===== src/rtl/uart_tx_fifo.sv =====
// uart_tx_fifo: byte FIFO that sits between the core's UARTwr path and
// the UART transmitter, with sticky overflow and occupancy status.
module uart_tx_fifo #(
    parameter int dataBits      = 8,
    parameter int fifoDepth     = 16,
    parameter int fifoWidth     = 4,
    parameter int fifoCntrWidth = 5
) (
    input  logic                     clk,
    input  logic                     reset,
    input  logic                     wr,
    input  logic [dataBits-1:0]      wrData,
    input  logic                     rd,
    output logic [dataBits-1:0]      dout,
    output logic                     txStart,
    output logic                     empty,
    output logic                     full,
    output logic [fifoCntrWidth-1:0] count,
    output logic                     overflow,
    input  logic                     clrOvf
);

    logic [dataBits-1:0]      mem [fifoDepth];
    logic [fifoWidth-1:0]     wPtr;
    logic [fifoWidth-1:0]     rPtr;
    logic [fifoCntrWidth-1:0] countNext;
    logic                     rdAcc;
    logic                     wrAcc;
    logic                     wrDrop;

    localparam logic [fifoCntrWidth-1:0] cntOne  = fifoCntrWidth'(1);
    localparam logic [fifoCntrWidth-1:0] cntFull = fifoCntrWidth'(fifoDepth);

    // A pop in the same cycle frees the slot, so a full FIFO still
    // accepts the write.
    assign rdAcc  = rd & ~empty;
    assign wrAcc  = wr & (~full | rdAcc);
    assign wrDrop = wr & ~wrAcc;

    always_comb begin
        countNext = count;
        unique case ({wrAcc, rdAcc})
            2'b10:   countNext = count + cntOne;
            2'b01:   countNext = count - cntOne;
            default: countNext = count;
        endcase
    end

    always_ff @(posedge clk) begin
        if (wrAcc) begin
            mem[wPtr] <= wrData;
        end
    end

    always_ff @(posedge clk or negedge reset) begin
        if (!reset) begin
            wPtr     <= '0;
            rPtr     <= '0;
            count    <= '0;
            empty    <= 1'b1;
            full     <= 1'b0;
            dout     <= '0;
            overflow <= 1'b0;
        end else begin
            if (wrAcc) begin
                wPtr <= wPtr + 1'b1;
            end
            if (rdAcc) begin
                dout <= mem[rPtr];
                rPtr <= rPtr + 1'b1;
            end
            count <= countNext;
            empty <= (countNext == '0);
            full  <= (countNext == cntFull);
            if (wrDrop) begin
                overflow <= 1'b1;
            end else if (clrOvf) begin
                overflow <= 1'b0;
            end
        end
    end

    assign txStart = ~empty;

endmodule

===== config.mk =====
export PLATFORM = sky130hd
export DESIGN_NAME = uart_tx_fifo
export DESIGN_NICKNAME = d
export VERILOG_FILES = /design/src/rtl/uart_tx_fifo.sv
export SDC_FILE = /design/constraint.sdc
export NUM_CORES = 1
export LEC_CHECK = 0
export CORE_UTILIZATION = 45
export CTS_BUF_LIST = sky130_fd_sc_hd__clkbuf_4 sky130_fd_sc_hd__clkbuf_8
export CTS_CLUSTER_SIZE = 24
export DETAILED_ROUTE_END_ITERATION = 10
export SETUP_SLACK_MARGIN = 0.1
export SLEW_MARGIN = 20
export SYNTH_ARGS = -nofsm -noshare
export SYNTH_HDL_FRONTEND = slang
export SYNTH_SLANG_ARGS = --single-unit

===== constraint.sdc =====
create_clock -name clk -period 3.3 [get_ports clk]
set_input_delay 0.66 -clock clk [delete_from_list [all_inputs] [get_ports clk]]
set_output_delay 0.66 -clock clk [all_outputs]
set_load 0.02 [all_outputs]

==> results.toml <==
[run_status]
status = "finished clean"

[clock_tree]
hold_buffers = 0
cts-buffers-inserted = 17
ctsHtreeMaxLevel = 4
clock_sinks = 152
clk_path_buf_depth = 2
cts_resized = 0
clock_latency_ps = 450
post_cts_buffers = 0
root_buffer = "clkbuf_8"
clk_pin_slew_worst_paths_ps = 80
cts_tree = "done"

[sta]
max_freq_mhz = 366.0
setup_ws_ps = 567.7
drv_slew = 0
min_period_ps = 2732
relSlewSlack_pct = 45.74
finalCritPeriodShare_pct = 82.80
worst_pin_slew_ps = 811.3
hold_viol = 0
clock_skew_ps = 13.84
holdWs_ps = 534.4
setup-tns-final_ps = 0
rsz0062_at_grt = "false"
setup_viol = 0

[place]
port_buffers = 29
placed_cell_area_mm2 = 0.006739
hpwlAfterDp_um = 8173
place_ws_ps = 117.5
placed_cells = 597
gp_congestion = 0.7707

[routing]
vias = 3444
viasPerCell = 5.475
wl_per_cell_um = 20.49
drtAntennaViolNets = 0
first_pass_iters = 4
routed_wl_um = 12890
drc_errors = 0
drtIter0Drc = 338

[worst_hold_path]
hold_path.startpoint = "dout[0]"
hold_end = "dout[0]"
hold_class = "flip-flop to flip-flop"
hold_depth = 2

[floorplan]
fp.dieH_um = 120.5
coreArea_mm2 = 0.01345
io_pins = 30
rows = 42
die_w_um = 120.5
dieArea_mm2 = 0.01452
start_util_pct = 46.97

[worst_setup_path]
crit_path_end_kind = "flip-flop"
worstPathArrival_ps = 3110
crit_chain = "clkdlybuf4s50_1 -> nand2b_1 -> buf_4 -> inv_1 -> ha_1 -> xor2_1 -> ha_1 -> a21oi_2 -> mux2i_1 -> xnor2_1 -> a211o_1 -> nor2b_1"
reg2reg_from = "empty"
crit_path_max_fanout = 20
crit_family = "buffers and inverters"
slowest_delay_ps = 390
worstRegToRegCells = 11
required_ps = 3680
worstPathBufferInverterCount = 3
slowest_stage = "clkdlybuf4s50_1"
start_kind = "input port"
rrSetupSlack_ps = 590
worstSetupPathType = "input port to flip-flop"
timing.rr.end = "full"
cpMostUsedCell = "ha_1"

[pwr]
power.leakage_uw = 0.002517
power.density_mw_per_mm2 = 840.4
ir_worst_vdd_mv = 0.4319

[cells_and_area]
area_growth_pct = 12.87
design_area_mm2 = 0.007132
layout_common_cells = "edfxtp_1 (128), mux2i_1 (65), clkdlybuf4s50_1 (29)"
final_common_cell = "edfxtp_1"
final_nets = 461
drive_gt1_share_pct = 10.15
antenna_cells = 0
fin_cells = 629

[global_route]
grt_usage_pct = 18.94
grt_pass1_vias = 3383
grt_max_degree = 42
antenna_found_initial = 0
grt_pass1_wl_um = 19640
grt-ovfl-total = 0

[logic_synthesis]
synth_top_area_share_pct = 60.83
ys_warn_count = 0
ys_ff_latch = 152
synth_cell_types = 42
synthTopCellsByArea = "edfxtp_1 (61%), mux2i_1 (10%), dfrtp_1 (9.1%)"
syn_area_mm2 = 0.006319
syn_area_per_cell_um2 = 15.52
synth_cells = 407
syn-num-nets = 428
synth_largest_area_cell = "edfxtp_1"
seq_area_frac_synth_pct = 70.36

[run]
cap_violations = 0
[how the worst max path moves through the flow]
stage / start / endpoint / cells after the start
after floorplan: rd / full / 12
after global placement: rd / full / 12
after detailed placement: rd / full / 12
after CTS: empty / full / 11
after global routing: rd / full / 12
final: rd / full / 12
[state kept, by name, indices dropped and copies added, names as in the netlist]
register,count
overflow,1
wPtr,4
dout,8
count,5
mem,128
empty,1
full,1
rPtr,4
[cell families after synthesis]
| family | share of synthesized area (%) |
|---|---|
| flops | 70.36 |
| simple gates | 6.099 |
| mux | 10.71 |
| compound gates | 6.515 |
| buf+inv | 3.089 |
| xor+xnor | 1.644 |
| fa+ha+maj | 1.584 |
[routing by layer]
layer | track usage (%) | routed length (µm)
met4 | 7.485 | 208
met2 | 29.78 | 6366
met5 | 0 | 0
met3 | 4.670 | 626
met1 | 25.36 | 5685
[Yosys cell counts (all sizes together)]
cell type    n
mux2i       65
nor3         1
mux2         2
and3b        1
xor2         2
buf         20
edfxtp     128
a21boi       1
a22oi       16
o2111ai      1
nor2b        4
nand4        1
clkbuf       5
nor3b        2
dfrtp       23
ha           8
inv          7
nand3       12
nor2         9
and4         4
o21a         1
o21ai       12
o221ai       1
xnor2        9
nand2b       1
a211o        1
a32oi        8
o41ai        1
a21oi       20
nand2       25
and2        13
nand3b       2
dfstp        1
[area by class of cell]
| cell class | instances | area (µm²) |
|---|---|---|
| well taps | 176 | 220.2 |
| flip-flops and latches | 152 | 4449 |
| repair buffers | 39 | 365.4 |
| clock inverters | 15 | 158.9 |
| clock buffers | 17 | 234.0 |
| fillers | 1121 | 6321 |
| inverters | 7 | 26.28 |
| multi-input cells | 223 | 1678 |
[power by group]
part           total (µW)  internal (µW)  leakage [µW]  switching, µW
sequential           2760           2390       0.00144            365
combinational        1850            820      0.000875           1030
clock                1390            735      0.000199            655
total                5990           3950       0.00252           2050
[through the flow]
stage / utilization, % / total power (µW)
after floorplan: - / 4037
after global placement: 50.09 / 4632
after detailed placement: 50.09 / 4657
after CTS: 53.01 / 6052
after global routing: 53.01 / 6278
final: 53.01 / 5994
[worst min-delay path, stage by stage (launching register included)]
cell and delay (ps):
dfrtp_1 370, a32oi_1 60, o21ai_1 70
(Power assumes the default switching activity.)
==> RTL change: new RTL, same settings <==
Change the parameter `fifoCntrWidth` from 5 to 4.
--- a/src/rtl/uart_tx_fifo.sv
+++ b/src/rtl/uart_tx_fifo.sv
@@ -4,7 +4,7 @@
     parameter int dataBits      = 8,
     parameter int fifoDepth     = 16,
     parameter int fifoWidth     = 4,
-    parameter int fifoCntrWidth = 5
+    parameter int fifoCntrWidth = 4
 ) (
     input  logic                     clk,
     input  logic                     reset,
Interface: changed (resized count); port bits go from 30 to 29. No check against the original RTL was run, so the function may have changed too.
==> RTL change against the unedited design <==
- first-iteration DRC count decreased by 31%
- non-clock buffer count shrank 3
- setup slack gained 0.14 ns
- core utilization barely moved
- cell area fell by 1.1%
- routed wire length shrank 1.4%
- sequential cell count decreased by 1
- area after synthesis decreased by 2.5%
- synthesized cell count decreased by 5.9%
- cell count shrank 3.2%
- combinational power decreased by 6%
- worst hold slack got worse by 0.042 ns
- total power decreased by 2.3%
- largest power group unchanged
==> RTL change: results (changes against the unedited design) <==
- Run status: completed (unchanged)
- Nets: 441 (was 461)
- VDD IR max: 0.386 mV (was 0.432 mV)
- Multi-input logic portion of the cell area: 0.226 (was 0.235)
- Crit path arrival time: 2.92 ns (was 3.11 ns)
- GRT Util Overall: 0.194 (was 0.189)
- Buffering overhead: 0.0500 (was 0.0512)
- DP Area: 0.00662 mm2 (was 0.00674 mm2)
- Port Buf Inserts: 28 (was 29)
- Final WL: 12.7 mm (was 12.9 mm)
- CP Max Fanout: 4 (was 20)
- Hpwl dp: 8.14 mm (was 8.17 mm)
- Largest net degree at the start of global routing: 30 (was 42)
- Starting DRT DRC Count: 233 (was 338)
- Mapped Nets: 404 (was 428)
- Synth top area cells: edfxtp_1 (62%), mux2i_1 (11%), dfrtp_1 (8.9%), a22oi_1 (2.9%), nand3_1 (2.1%) (was edfxtp_1 (61%), mux2i_1 (10%), dfrtp_1 (9.1%), a22oi_1 (1.9%), ha_1 (1.6%))
- Worst clock skew: 0.00892 ns (was 0.0138 ns)
- Top flop regs: mem (128), dout (8) (was mem (128), dout (8), count (5))
- Pwr Density: 831 mW/mm2 (was 840 mW/mm2)
- Share of cells above drive strength 1: 0.104 (was 0.102)
- Vias: 3,254 (was 3,444)
- First-pass GRT wire length: 19.5 mm (was 19.6 mm)
- Drt via density: 5.34 (was 5.48)
- Syn Area/Cell: 16.1 um2 (was 15.5 um2)
- Cell Area, Synth: 0.00616 mm2 (was 0.00632 mm2)
- Vias in the first global route: 3,315 (was 3,383)
- Clock network power: 1.49 mW (was 1.39 mW)
- Clock network area share: 0.0618 (was 0.0551)
==> RTL change: cell types whose count changed after synthesis, moves of 3 or more <==
cell	change
nand2_1	-3
nand3_1	+14
a32oi_1	-8
a22oi_1	+8
buf_2	-4
nor2_1	-5
a21oi_1	-9
o21ai_1	-8
==> RTL change: routing by layer <==
layer	global-route usage	wire length, um
met1	0.268	5860
met2	0.293	6040
met3	0.0421	517
met4	0.0926	294
met5	0	0
==> RTL change: cells by family (layout without fill, tap and decap cells) <==
| logic type | Yosys count | in the layout | share of synthesized area |
|---|---|---|---|
| XOR/XNOR | 9 | 9 | 0.0128 |
| AO/OA/AOI/OAI | 39 | 39 | 0.0459 |
| buffers and inverters | 25 | 75 | 0.0238 |
| flip-flops | 151 | 151 | 0.718 |
| AND/OR/NAND/NOR | 85 | 85 | 0.0760 |
| adder cells (fa/ha/maj) | 8 | 8 | 0.0163 |
| multiplexers | 66 | 66 | 0.107 |
